File: config.mk
export PLATFORM = sky130hd
export DESIGN_NAME = tcb_lib_arbiter_rr
export DESIGN_NICKNAME = d
export VERILOG_FILES = /design/src/rtl/tcb_pkg.sv /design/src/rtl/tcb_lib_arb_pick.sv /design/src/rtl/tcb_lib_arbiter_rr.sv
export SDC_FILE = /design/constraint.sdc
export NUM_CORES = 1
export LEC_CHECK = 0
export BUFFER_PORTS_ARGS = -buffer_cell sky130_fd_sc_hd__clkbuf_2
export CORE_AREA = 2 2 43 45
export CTS_BUF_LIST = sky130_fd_sc_hd__clkbuf_8
export DETAILED_ROUTE_END_ITERATION = 8
export DIE_AREA = 0 0 45 47
export GPL_ROUTABILITY_DRIVEN = 0
export PLACE_DENSITY = 0.93
export SLEW_MARGIN = 0
export SYNTH_ARGS = -nofsm -noshare
export SYNTH_HDL_FRONTEND = slang
export SYNTH_SLANG_ARGS = --single-unit
File: constraint.sdc
create_clock -name clk -period 4.6 [get_ports clk]
set_input_delay 0.23 -clock clk [delete_from_list [all_inputs] [get_ports clk]]
set_output_delay 0.23 -clock clk [all_outputs]
set_load 0.05 [all_outputs]
File: src/rtl/tcb_pkg.sv
// tcb_pkg: shared TCB arbiter types and handshake defaults.
package tcb_pkg;

    typedef enum logic {ARB_FIXED, ARB_RR} tcb_arb_md_t;

    typedef enum logic [1:0] {IDLE, HOLD, LOCK} tcb_arb_st_t;

    typedef struct packed {
        int unsigned DLY;
    } tcb_hsk_cfg_t;

    localparam tcb_hsk_cfg_t TCB_HSK_DEF = '{DLY: 1};

endpackage

File: src/rtl/tcb_lib_arb_pick.sv
// tcb_lib_arb_pick: combinational winner picker, rotated round-robin from a start index or fixed priority.
module tcb_lib_arb_pick
    import tcb_pkg::*;
#(
    parameter tcb_arb_md_t MD  = ARB_RR,
    parameter int unsigned IFN = 3,
    parameter int unsigned IFL = $clog2(IFN),
    parameter int unsigned PRI [IFN-1:0] = '{2, 1, 0}
)(
    input  logic [IFN-1:0] vld,
    input  logic [IFL-1:0] start,
    output logic           valid,
    output logic [IFL-1:0] idx
);

    always_comb begin
        int unsigned j;
        int unsigned best;
        valid = 1'b0;
        idx   = '0;
        j     = 0;
        best  = 0;
        if (MD == ARB_RR) begin
            for (int unsigned k = 0; k < IFN; k++) begin
                j = 32'(start) + k;
                j = (j >= IFN) ? j - IFN : j;
                if (!valid && vld[j]) begin
                    valid = 1'b1;
                    idx   = IFL'(j);
                end
            end
        end else begin
            // strict compare keeps the lowest index on equal priority
            for (int unsigned i = 0; i < IFN; i++) begin
                if (vld[i] && (!valid || PRI[i] < best)) begin
                    valid = 1'b1;
                    best  = PRI[i];
                    idx   = IFL'(i);
                end
            end
        end
    end

endmodule

File: src/rtl/tcb_lib_arbiter_rr.sv
// tcb_lib_arbiter_rr: locking fixed/round-robin arbiter driving the TCB multiplexer select,
// with a delayed select for the response path.
module tcb_lib_arbiter_rr
    import tcb_pkg::*;
#(
    parameter tcb_arb_md_t MD  = ARB_RR,
    parameter int unsigned IFN = 3,
    parameter int unsigned IFL = $clog2(IFN),
    parameter int unsigned PRI [IFN-1:0] = '{2, 1, 0},
    parameter int unsigned DLY = TCB_HSK_DEF.DLY
)(
    input  logic           clk,
    input  logic           rst,
    input  logic [IFN-1:0] vld,
    input  logic [IFN-1:0] lck,
    input  logic           rdy,
    output logic [IFN-1:0] gnt,
    output logic [IFL-1:0] sel,
    output logic [IFL-1:0] rsp_sel
);

    tcb_arb_st_t    state, next;
    logic [IFL-1:0] sel_r, ptr, pw;
    logic [IFN-1:0] own;
    logic           pv, trn;

    tcb_lib_arb_pick #(.MD(MD), .IFN(IFN), .IFL(IFL), .PRI(PRI)) u_pick (
        .vld   (vld),
        .start (ptr),
        .valid (pv),
        .idx   (pw)
    );

    always_ff @(posedge clk or posedge rst) begin
        if (rst) begin
            state <= IDLE;
            sel_r <= '0;
            ptr   <= '0;
        end else begin
            state <= next;
            sel_r <= sel;
            if (trn && !lck[sel])
                ptr <= (sel == IFL'(IFN - 1)) ? '0 : IFL'(sel + 1'b1);
        end
    end

    always_comb begin
        next = state;
        case (state)
            IDLE:    if (pv) next = !rdy ? HOLD : lck[pw] ? LOCK : IDLE;
            HOLD:    next = !vld[sel_r] ? IDLE : !rdy ? HOLD : lck[sel_r] ? LOCK : IDLE;
            LOCK:    if (vld[sel_r]) next = !rdy ? HOLD : lck[sel_r] ? LOCK : IDLE;
            default: next = IDLE;
        endcase
    end

    always_comb begin
        own = IFN'(1) << sel_r;
        gnt = rst ? '0 : (state == IDLE) ? (pv ? IFN'(1) << pw : '0) : (state == HOLD) ? own : own & vld;
        sel = rst ? '0 : (state == IDLE && pv) ? pw : sel_r;
        trn = |(gnt & vld) & rdy;
    end

    generate
        if (DLY == 0) begin : g_d0
            assign rsp_sel = sel;
        end else begin : g_dly
            logic [IFL-1:0] pipe [DLY];
            always_ff @(posedge clk or posedge rst) begin
                if (rst) begin
                    for (int unsigned k = 0; k < DLY; k++) pipe[k] <= '0;
                end else begin
                    pipe[0] <= trn ? sel : pipe[0];
                    for (int unsigned k = 1; k < DLY; k++) pipe[k] <= pipe[k-1];
                end
            end
            assign rsp_sel = pipe[DLY-1];
        end
    endgenerate

    a_onehot: assert property (@(posedge clk) disable iff (rst) $onehot0(gnt));
    a_gnt_vld: assert property (@(posedge clk) disable iff (rst) (gnt & ~vld) == '0);
    a_hold_vld: assert property (@(posedge clk) disable iff (rst) state == HOLD |-> vld[sel_r])
        else $error("vld dropped while stalled on manager %0d", sel_r);
    a_hold_sel: assert property (@(posedge clk) disable iff (rst) state == HOLD |=> state != HOLD || $stable(sel));

endmodule
==> results.sh <==
export IMPL_p_leak_uw=0.0004654
export IMPL_num_antenna_cells=0
export IMPL_drt_pass1_iterations=4
export IMPL_design_area_um2=1050
export IMPL_drive_gt1_share_pct=21.71
export IMPL_h_tree_depth=1
export IMPL_end_kind="output pin"
export IMPL_reg2reg_from="ptr[1]"
export IMPL_cts_tree="done"
export IMPL_internal_power_uw=332.1
export IMPL_crit_buf_inv=2
export IMPL_ys_ff_latch=8
export IMPL_postSynthCellCount=117
export IMPL_clkTransAtPathRegs_ns=0.04
export IMPL_stdcell_count=146
export IMPL_wl_met1_um=900
export IMPL_grt_pass1_vias=795
export IMPL_dieHeight_um=47
export IMPL_met3_length_um=148
export IMPL_syn_area_um2=955.9
export IMPL_numCtsBuffers=3
export IMPL_mostFrequentLayoutCells="clkbuf_2, nand2_1, nor2_1"
export IMPL_ys_warn_count=0
export IMPL_grt_pass1_wl_mm=3.519
export IMPL_nets=144
export IMPL_status="finished, final reports clean"
export IMPL_start_util_pct=57.88
export IMPL_skew_ns=0.002512
export IMPL_fill_cells=140
export IMPL_finalSetupViolCount=0
export IMPL_path_depth=8
export IMPL_drc_errors=0
export IMPL_relSlewSlack_pct=56.59
export IMPL_num_vias=952
export IMPL_numClockSinks=8
export IMPL_coreArea_um2=1652
export IMPL_crit_family="compound AO/OA/AOI/OAI gates"
export IMPL_fin_tns_setup_ns=0
export IMPL_pwr_density_cell_nw_per_um2=670.0
export IMPL_crit_slowest_cell="dfrtp_1"
export IMPL_hold_class="input pin to async pin"
export IMPL_grt_overflow_total=0
export IMPL_power_frac_comb_pct=70.0
export IMPL_critPathCapture="sel[0]"
export IMPL_reg2reg_slack_ns=1.63
export IMPL_r2r_cells=9
export IMPL_hold_violations=0
export IMPL_period_share_pct=70.04
export IMPL_synth_seq_area_share_pct=20.94
export IMPL_r2r_end="ptr[0]"
export IMPL_hold_buffers=0
export IMPL_crit_start="ptr[0]"
export IMPL_clock_path_buffers=2
export IMPL_cts_root_buf="clkbuf_8"
export IMPL_seq_power_share_pct=18.5
export IMPL_wl_mm=2.142
export IMPL_fin_crit_ns=3.222
export IMPL_multiInputGateArea_um2=685.7
export IMPL_rows=15
export IMPL_slowest_delay_ns=0.41
export IMPL_area_growth_pct=9.817
export IMPL_fmax_mhz=310.4
export IMPL_path_cells="inv_1 > ha_1 > mux2_4 > a21o_1 > o31ai_2 > nand2_1 > a21oi_1 > clkbuf_2"
export IMPL_max_cap_violations=0
export IMPL_wl_met2_mm=1.048
export IMPL_dieArea_um2=2115
export IMPL_tightest_slew_ns=0.6511
export IMPL_grt_use_total_pct=23.31
export IMPL_clock_latency_ns=0.22
export IMPL_final_util_pct=63.56
export IMPL_grt_antenna_before_repair=0
export IMPL_final_common_cell="clkbuf_2"
export IMPL_first_iter_violations=37
export IMPL_placed_cell_area_um2=1008
export IMPL_ioPinCount=16
export IMPL_path_max_fanout=10
export IMPL_clkPwrFrac_pct=11.5
export IMPL_avgSynthCellArea_um2=8.170
export IMPL_viasPerCell=6.521
export IMPL_p_sw_uw=371.3
export IMPL_synth_cell_types=46
export IMPL_worstSetupPathType="register to output pin"
export IMPL_area_sequential_um2=200.2
export IMPL_startpoint_type="register"
export IMPL_ant_nets=0
export IMPL_cts_resized=0
export IMPL_grt_setup_unrepaired="false"
export IMPL_swShare_pct=52.79
export IMPL_postCtsSetupRepairBufs=0
export IMPL_grt_max_degree=11
export IMPL_timing_final_max_slew_violations=0
export IMPL_synth_nets=130
export IMPL_ir_drop_uv=389.2
export IMPL_crit_arrival_ns=2.99
export IMPL_dp_cells=143
export IMPL_portBuffers=15
export IMPL_place_hpwl_mm=1.644
export IMPL_wl_per_cell_um=14.67
export IMPL_highest_layer="met4"
export IMPL_fp_dieW_um=45
export IMPL_crit_required_ns=4.37
==> state kept, by name, summed over array words and instances (netlist names) <==
name     cells
ptr          2
rsp_sel      2
sel_r        2
state        2
==> layer usage <==
layer / GRT usage, % / vias to the layer above
met5: 0 / -
met4: 13.53 / 0
met3: 3.846 / 7
met2: 37.43 / 49
met1: 29.72 / 438
li1: - / 458
==> per-stage QoR <==
step | power, uW | worst slack (ns) | hold WS [ns]
after floorplan | 539.9 | 1.375 | 0.2368
after global placement | 602.6 | 1.701 | 0.2716
after detailed placement | 614.8 | 1.653 | 0.2736
after CTS | 701.4 | 1.397 | 0.04019
after global routing | 756.2 | 1.224 | 0.07536
final | 703.4 | 1.378 | 0.03604
==> power groups by stage <==
stage	combinational [uW]	clock (uW)	sequential, uW
floorplan	409	0	131
global placement	475	0	128
detailed placement	485	0	129
CTS	489	83.9	129
global route	534	88.0	134
finish	492	81.1	130
==> how the worst min path moves through the flow <==
stage | from | slack, ns | end
CTS | rst | 0.04 | sel_r[0]
floorplan | rst | 0.24 | ptr[0]
detailed placement | rst | 0.27 | sel_r[1]
global placement | rst | 0.27 | state[1]
global route | rst | 0.08 | sel_r[0]
finish | rst | 0.04 | sel_r[0]
==> Yosys cell counts, drive strengths merged <==
| cell type | instances | area (um2) |
|---|---|---|
| a211oi | 3 | 22.52 |
| a21oi | 8 | 40.04 |
| nor2 | 12 | 45.04 |
| or4 | 2 | 18.77 |
| nand2 | 13 | 48.80 |
| o311ai | 1 | 8.760 |
| o31a | 1 | 8.760 |
| o211ai | 1 | 7.510 |
| nor2b | 4 | 25.02 |
| a2111oi | 2 | 37.54 |
| a22o | 1 | 8.760 |
| o41ai | 1 | 8.760 |
| nand3b | 3 | 26.27 |
| o21a | 1 | 7.510 |
| inv | 7 | 26.28 |
| and3b | 1 | 8.760 |
| o2111ai | 1 | 8.760 |
| a32oi | 1 | 16.27 |
| a32o | 2 | 20.02 |
| o31ai | 1 | 12.51 |
| mux2 | 2 | 26.27 |
| clkbuf | 1 | 3.750 |
| o21ai | 9 | 52.55 |
| dfrtp | 8 | 200.2 |
| a21o | 3 | 23.77 |
| mux2i | 6 | 63.81 |
| buf | 5 | 40.04 |
| o21bai | 1 | 7.510 |
| o221ai | 2 | 17.52 |
| nor3 | 1 | 5.000 |
| nand2b | 4 | 25.02 |
| nor4 | 2 | 12.51 |
| ha | 4 | 50.05 |
| o2bb2ai | 1 | 8.760 |
| and3 | 1 | 6.260 |
| or2 | 1 | 6.260 |
==> final cells by class <==
class / instances / area share, %
sequential: 8 / 19.07
clock buffer: 3 / 3.933
multi-input combinational: 96 / 65.32
timing repair buffer: 15 / 7.151
tap: 17 / 2.026
inverter: 7 / 2.503
==> worst register-to-register path: stages (launching register included) <==
cell,delay [ns]
dfrtp_1,0.41
inv_1,0.11
ha_1,0.38
mux2i_2,0.36
o21ai_1,0.09
a21oi_1,0.53
or4_4,0.26
a32oi_2,0.11
or4_1,0.51
o311ai_1,0.09
==> logic make-up (layout without fill, tap and decap cells) <==
| group | count (synthesis) | after routing | share of synthesized area, % |
|---|---|---|---|
| simple gates | 44 | 44 | 23.82 |
| compound gates | 40 | 40 | 33.25 |
| buf+inv | 13 | 25 | 7.330 |
| mux | 8 | 8 | 9.423 |
| flops | 8 | 8 | 20.94 |
| fa+ha+maj | 4 | 4 | 5.236 |
Power figures use the tool's default switching activity.
